**src/rtl/axi_write_master_gen.sv**
```systemverilog
// AXI4 write-master engine: command queue with legality filtering, AW issue under an
// outstanding limit, W beat streaming with generated wlast, and B completion reporting.
module axi_write_master_gen #(
    parameter int IDW     = 4,
    parameter int AW      = 32,
    parameter int DW      = 64,
    parameter int MAX_OUT = 4
) (
    input  logic              clk,
    input  logic              resetn,
    input  logic              cmd_valid,
    output logic              cmd_ready,
    input  logic [IDW-1:0]    cmd_id,
    input  logic [AW-1:0]     cmd_addr,
    input  logic [7:0]        cmd_len,
    input  logic [2:0]        cmd_size,
    input  logic [1:0]        cmd_burst,
    output logic              cmd_err,
    input  logic [DW-1:0]     wdata_in,
    input  logic [DW/8-1:0]   wstrb_in,
    input  logic              wvalid_in,
    output logic              wready_out,
    output logic [IDW-1:0]    m_axi_awid,
    output logic [AW-1:0]     m_axi_awaddr,
    output logic [7:0]        m_axi_awlen,
    output logic [2:0]        m_axi_awsize,
    output logic [1:0]        m_axi_awburst,
    output logic              m_axi_awvalid,
    input  logic              m_axi_awready,
    output logic [DW-1:0]     m_axi_wdata,
    output logic [DW/8-1:0]   m_axi_wstrb,
    output logic              m_axi_wlast,
    output logic              m_axi_wvalid,
    input  logic              m_axi_wready,
    input  logic [IDW-1:0]    m_axi_bid,
    input  logic [1:0]        m_axi_bresp,
    input  logic              m_axi_bvalid,
    output logic              m_axi_bready,
    output logic              done_valid,
    output logic [IDW-1:0]    done_id,
    output logic [1:0]        done_resp,
    output logic              proto_err
);
    localparam int SZMAX = $clog2(DW/8);
    localparam int PW    = $clog2(MAX_OUT);
    localparam int CW    = PW + 1;
    localparam int CMDW  = IDW + AW + 8 + 3 + 2;

    typedef enum logic {W_IDLE, W_BUSY} wstate_e;

    logic            rdy_q, cmd_err_q, proto_err_q, done_valid_q;
    logic [IDW-1:0]  done_id_q;
    logic [1:0]      done_resp_q;
    logic [CMDW-1:0] cf_mem [MAX_OUT];
    logic [PW-1:0]   cf_wr_q, cf_rd_q;
    logic [CW-1:0]   cf_cnt_q;
    logic [CMDW-1:0] aw_q;
    logic            awvalid_q;
    logic [CW-1:0]   out_cnt_q, out_cnt_d;
    logic [7:0]      wl_mem [MAX_OUT];
    logic [PW-1:0]   wl_wr_q, wl_rd_q;
    logic [CW-1:0]   wl_cnt_q;
    wstate_e         wst_q;
    logic [7:0]      wlen_q, beat_q;

    logic            cmd_acc, cmd_illegal, cmd_push, cf_empty, cf_full, cf_wr_en, cf_pop;
    logic            can_issue, aw_load, aw_hs, b_hs, b_dec;
    logic [CMDW-1:0] cmd_in, aw_src;
    logic            wl_empty, w_busy, w_hs, need_len, wl_pop, wl_bypass, wl_push;

    assign cmd_in   = {cmd_id, cmd_addr, cmd_len, cmd_size, cmd_burst};
    assign cf_empty = (cf_cnt_q == '0);
    assign cf_full  = (cf_cnt_q == CW'(MAX_OUT));
    assign cmd_ready = rdy_q && !cf_full;
    assign cmd_acc   = cmd_valid && cmd_ready;

    always_comb begin
        cmd_illegal = 1'b0;
        if (cmd_size > 3'(SZMAX))                                           cmd_illegal = 1'b1;
        if (cmd_burst == 2'b11)                                             cmd_illegal = 1'b1;
        if (cmd_burst == 2'b10 && !(cmd_len inside {8'd1, 8'd3, 8'd7, 8'd15})) cmd_illegal = 1'b1;
        if (cmd_burst == 2'b00 && cmd_len > 8'd15)                          cmd_illegal = 1'b1;
    end

    assign cmd_push  = cmd_acc && !cmd_illegal;
    assign can_issue = ({1'b0, out_cnt_q} + (CW+1)'(awvalid_q)) < (CW+1)'(MAX_OUT)
                       && (!awvalid_q || m_axi_awready);
    // An empty queue lets a fresh command go straight to the AW registers.
    assign aw_load   = can_issue && (!cf_empty || cmd_push);
    assign aw_src    = cf_empty ? cmd_in : cf_mem[cf_rd_q];
    assign cf_pop    = can_issue && !cf_empty;
    assign cf_wr_en  = cmd_push && !(cf_empty && can_issue);
    assign aw_hs     = awvalid_q && m_axi_awready;
    assign b_hs      = m_axi_bvalid && rdy_q;
    assign b_dec     = b_hs && (out_cnt_q != '0);

    always_comb begin
        out_cnt_d = out_cnt_q;
        if (aw_hs && !b_dec)      out_cnt_d = out_cnt_q + CW'(1);
        else if (!aw_hs && b_dec) out_cnt_d = out_cnt_q - CW'(1);
    end

    always_ff @(posedge clk) begin
        if (cf_wr_en) cf_mem[cf_wr_q] <= cmd_in;
        if (wl_push)  wl_mem[wl_wr_q] <= m_axi_awlen;
    end

    always_ff @(posedge clk or negedge resetn) begin
        if (!resetn) begin
            rdy_q        <= 1'b0;
            cmd_err_q    <= 1'b0;
            proto_err_q  <= 1'b0;
            done_valid_q <= 1'b0;
            done_id_q    <= '0;
            done_resp_q  <= '0;
            cf_wr_q      <= '0;
            cf_rd_q      <= '0;
            cf_cnt_q     <= '0;
            aw_q         <= '0;
            awvalid_q    <= 1'b0;
            out_cnt_q    <= '0;
        end else begin
            rdy_q        <= 1'b1;
            cmd_err_q    <= cmd_acc && cmd_illegal;
            proto_err_q  <= proto_err_q || (b_hs && out_cnt_q == '0);
            done_valid_q <= b_hs;
            if (b_hs) begin
                done_id_q   <= m_axi_bid;
                done_resp_q <= m_axi_bresp;
            end
            if (cf_wr_en) cf_wr_q <= cf_wr_q + PW'(1);
            if (cf_pop)   cf_rd_q <= cf_rd_q + PW'(1);
            if (cf_wr_en && !cf_pop)      cf_cnt_q <= cf_cnt_q + CW'(1);
            else if (!cf_wr_en && cf_pop) cf_cnt_q <= cf_cnt_q - CW'(1);
            if (aw_load) begin
                aw_q      <= aw_src;
                awvalid_q <= 1'b1;
            end else if (m_axi_awready) begin
                awvalid_q <= 1'b0;
            end
            out_cnt_q <= out_cnt_d;
        end
    end

    assign wl_empty  = (wl_cnt_q == '0);
    assign w_busy    = (wst_q == W_BUSY);
    assign w_hs      = w_busy && wvalid_in && m_axi_wready;
    assign need_len  = !w_busy || (w_hs && beat_q == wlen_q);
    assign wl_pop    = need_len && !wl_empty;
    // A length arriving while the W side is waiting skips the FIFO so W can start next cycle.
    assign wl_bypass = need_len && wl_empty && aw_hs;
    assign wl_push   = aw_hs && !wl_bypass;

    always_ff @(posedge clk or negedge resetn) begin
        if (!resetn) begin
            wst_q    <= W_IDLE;
            wlen_q   <= '0;
            beat_q   <= '0;
            wl_wr_q  <= '0;
            wl_rd_q  <= '0;
            wl_cnt_q <= '0;
        end else begin
            if (wl_push) wl_wr_q <= wl_wr_q + PW'(1);
            if (wl_pop)  wl_rd_q <= wl_rd_q + PW'(1);
            if (wl_push && !wl_pop)      wl_cnt_q <= wl_cnt_q + CW'(1);
            else if (!wl_push && wl_pop) wl_cnt_q <= wl_cnt_q - CW'(1);
            if (need_len) begin
                beat_q <= '0;
                if (wl_pop) begin
                    wst_q  <= W_BUSY;
                    wlen_q <= wl_mem[wl_rd_q];
                end else if (wl_bypass) begin
                    wst_q  <= W_BUSY;
                    wlen_q <= m_axi_awlen;
                end else begin
                    wst_q  <= W_IDLE;
                end
            end else if (w_hs) begin
                beat_q <= beat_q + 8'd1;
            end
        end
    end

    assign {m_axi_awid, m_axi_awaddr, m_axi_awlen, m_axi_awsize, m_axi_awburst} = aw_q;
    assign m_axi_awvalid = awvalid_q;
    assign m_axi_wdata   = wdata_in;
    assign m_axi_wstrb   = wstrb_in;
    assign m_axi_wvalid  = w_busy && wvalid_in;
    assign wready_out    = w_busy && m_axi_wready;
    assign m_axi_wlast   = w_busy && (beat_q == wlen_q);
    assign m_axi_bready  = rdy_q;
    assign cmd_err       = cmd_err_q;
    assign done_valid    = done_valid_q;
    assign done_id       = done_id_q;
    assign done_resp     = done_resp_q;
    assign proto_err     = proto_err_q;
endmodule

```
**config.mk**
```make
export PLATFORM = sky130hd
export DESIGN_NAME = axi_write_master_gen
export DESIGN_NICKNAME = d
export VERILOG_FILES = /design/src/rtl/axi_write_master_gen.sv
export SDC_FILE = /design/constraint.sdc
export NUM_CORES = 1
export LEC_CHECK = 0
export ABC_CLOCK_PERIOD_IN_PS = 3890
export CAP_MARGIN = 10
export CELL_PAD_IN_SITES_DETAIL_PLACEMENT = 1
export CELL_PAD_IN_SITES_GLOBAL_PLACEMENT = 2
export CORE_MARGIN = 10
export CORE_UTILIZATION = 23
export CTS_BUF_LIST = sky130_fd_sc_hd__clkbuf_2 sky130_fd_sc_hd__clkbuf_4 sky130_fd_sc_hd__clkbuf_8
export CTS_CLUSTER_DIAMETER = 80
export DETAILED_ROUTE_END_ITERATION = 10
export PLACE_DENSITY_LB_ADDON = 0.1
export SKIP_CTS_REPAIR_TIMING = 1
export SLEW_MARGIN = 10
export SYNTH_ARGS = -nofsm -noshare
export SYNTH_HDL_FRONTEND = slang
export SYNTH_SLANG_ARGS = --single-unit
```
**constraint.sdc**
```tcl
create_clock -name clk -period 3.89 [get_ports clk]
set_input_delay 0.778 -clock clk [delete_from_list [all_inputs] [get_ports clk]]
set_output_delay 0.778 -clock clk [all_outputs]
set_load 0.01 [all_outputs]
```
==> summary.md, run 1 <==
| Metric | Value |
|---|---|
| Core area | `0.0632 mm2` |
| Clk root buf | `clkbuf_8` |
| Vias in the first global route | `10500` |
| CTS tree | `done` |
| Worst-path cell chain | `xnor2_1, nand4_1, buf_4, nor4_1, and2_1, clkdlybuf4s50_1` |
| Via count | `9290` |
| Fin Setup TNS | `0 ps` |
| Fin crit period | `3370 ps` |
| Top-level port count | `270` |
| EDFF count, synth | `228` |
| Synth Warn # | `0` |
| Synthesized area | `0.0147 mm2` |
| Worst setup EP type | `output port` |
| Setup violations, final | `0` |
| Setup Skew | `42.2 ps` |
| Fraction of layout cells with a size suffix above 1 | `20.3%` |
| CP Max Fanout | `10` |
| CP max-delay cell | `clkdlybuf4s50_1` |
| Global-route wire length before repair | `70700 um` |
| Setup repair after global routing missed its margin | `no` |
| CP startpoint kind | `flop` |
| Area leader, netlist | `edfxtp_1` |
| H-tree depth | `2` |
| Pre-CTS setup slack | `441 ps` |
| Via density | `4.66` |
| Cell Pwr Density | `729 mW/mm2` |
| Slowest stage delay, CP | `540 ps` |
| Layout Nets | `1242` |
| Routability cong. | `0.677` |
| Max IR drop VDD | `0.396 mV` |
| Buf/Inv on CP | `2` |
| GRT Residual Overflow | `0` |
| Port buffer count | `125` |
| Horiz. Die Dim | `273 um` |
| ANT nets after route | `0` |
| DRT Wirelength | `46500 um` |
| Mapped Nets | `1172` |
| Fin. max-slew vios | `0` |
| Initial core utilization | `23.2%` |
| DRT iter0 DRCs | `413` |
| Slew @ Worst Pin | `985 ps` |
| DR WL/cell | `23.3 um` |
| Top_reg_cell synth | `edfxtp_1` |
| Detailed Place HPWL | `27500 um` |
| LEAKAGE | `6.04 nW` |
| Hold Worst Slack | `160 ps` |
| Remaining DRCs | `0` |
| #FFs+latches synth | `322` |
| Clock insertion delay at the later pin of the skew report | `680 ps` |
| Post-layout util | `28.4%` |
| Longest Clk Path Bufs | `3` |
| Sequential fraction of the synthesis area | `62.6%` |
| Final hold violations | `0` |
| Post-Place Cells | `1876` |
| Status | `finished clean` |
| Post-Syn Instances | `1023` |
| Synth cell count leaders | `228 x edfxtp_1, 94 x dfrtp_1, 72 x buf_4, 72 x clkbuf_1, 66 x nand2_1` |
| CTS buffer count | `61` |
| Die area | `0.0744 mm2` |
| CTS Sinks | `322` |
| FP Rows | `92` |
| Top delay family on crit path | `buffers and inverters` |
| Max-cap violations | `0` |
| GRT Total Usage | `12.5%` |
| Yosys top cell area share | `46.6%` |
| Largest net degree at the start of global routing | `99` |
| Synth unique cells | `52` |
| Worst EP arrival | `2600 ps` |
| Fmax | `296 MHz` |
| Pre-antenna DRT Iters | `5` |
| CTS clk-pin slew, worst paths | `60 ps` |
| Required time of the worst setup path | `3110 ps` |
| Slew margin rel. | `34.3%` |
| Mean Syn Cell Area | `14.4 um2` |
| Die height | `273 um` |
| Largest cells by area after synthesis | `edfxtp_1 47%, dfrtp_1 16%, mux4_2 8.7%` |
| Most common cell in the netlist | `edfxtp_1` |
| Layout area overhead | `22.3%` |
| Min-delay worst type | `primary input to asynchronous set/reset pin` |
| Final worst slack | `516 ps` |
| Fin crit share | `86.7%` |
| Initial antenna violation count | `3` |
| Crit Path Category | `flop to output port` |
| Final instance count without filler cells | `1994` |
| Async set-reset flop share out of synthesis | `29.2%` |
==> stage by stage <==
step           area, um2  power (W)
4_1_cts            17900     0.0135
5_1_grt            18000     0.0140
3_3_place_gp       16600    0.00962
6_report           18000     0.0131
2_1_floorplan      14700    0.00758
3_5_place_dp       16600    0.00963
==> logic make-up after synthesis <==
kind of cell,Yosys count,share of synthesized area (%)
buffers and inverters,177,6.47
multiplexers,67,9.51
adder cells (fa/ha/maj),15,1.43
AND/OR/NAND/NOR,223,8.09
flip-flops,322,62.6
AO/OA/AOI/OAI,191,10.2
other,1,0.0255
XOR/XNOR,27,1.61
==> state kept, by name (all words and copies together), names as in the netlist <==
signal / flops
cf_mem: 196
aw_q: 49
wl_mem: 32
beat_q: 8
wlen_q: 8
done_id: 4
cf_cnt_q: 3
out_cnt_q: 3
wl_cnt_q: 3
cf_rd_q: 2
cf_wr_q: 2
done_resp: 2
wl_rd_q: 2
wl_wr_q: 2
cmd_err: 1
done_valid: 1
m_axi_awvalid: 1
m_axi_bready: 1
proto_err: 1
w_busy: 1
==> final timing paths <==
check	startpoint	slack, ps	depth (start not counted)	to
hold reg to reg	proto_err$_DFF_PN0_	480	2	proto_err$_DFF_PN0_
setup reg to reg	wlen_q[5]$_DFFE_PN0P_	1420	8	wl_cnt_q[1]$_DFFE_PN0P_
max in group asynchronous	resetn	2900	2	cf_rd_q[0]$_DFFE_PN0P_
hold / removal	resetn	160	1	aw_q[16]$_DFFE_PN0P_
min in group clk	proto_err$_DFF_PN0_	480	2	proto_err$_DFF_PN0_
setup / recovery	beat_q[3]$_DFFE_PN0P_	520	6	m_axi_wlast
==> where the power goes <==
| group | switching (W) | internal [W] | total (W) |
|---|---|---|---|
| Combinational | 0.00225 | 0.00204 | 0.00429 |
| Sequential | 0.000842 | 0.00428 | 0.00512 |
| Clock | 0.00155 | 0.00214 | 0.00369 |
==> layout make-up <==
type,instances,area (um2)
antenna,2,5.00
clock buffer,94,1140
clock inverter,22,224
fill,6674,45200
inverter,20,75.1
multi-input combinational,524,4580
sequential,322,9210
tap,846,1060
timing repair buffer,164,1670
==> metal layers <==
| metal | track usage [%] | vias up | wire, um |
|---|---|---|---|
| met1 | 15.8 | 4899 | 20700 |
| met5 | 0 | - | 23 |
| met3 | 2.98 | 70 | 2050 |
| met2 | 20.8 | 194 | 22700 |
| met4 | 3.82 | 4 | 957 |
| li1 | - | 4123 | - |
==> cell usage in the layout (no fill, tap or decap), types with 25 or more instances in the layout <==
cell type,Yosys,routed
edfxtp_1,228,228
clkdlybuf4s50_1,0,124
dfrtp_1,94,92
clkbuf_8,0,69
nand2_1,66,66
mux4_2,57,57
nand3_1,56,56
a21oi_1,54,54
or4_1,51,51
o211ai_1,50,50
o2111a_1,48,48
buf_4,72,30
clkbuf_4,0,25
Note: power is estimated with default switching activity, not from simulation.
==> run 2: changes to the inputs <==
Settings changed: SLEW_MARGIN 10 to unset.
==> results of run 2 <==
No change in the layout: final DEF, timing and power equal those of run 1.
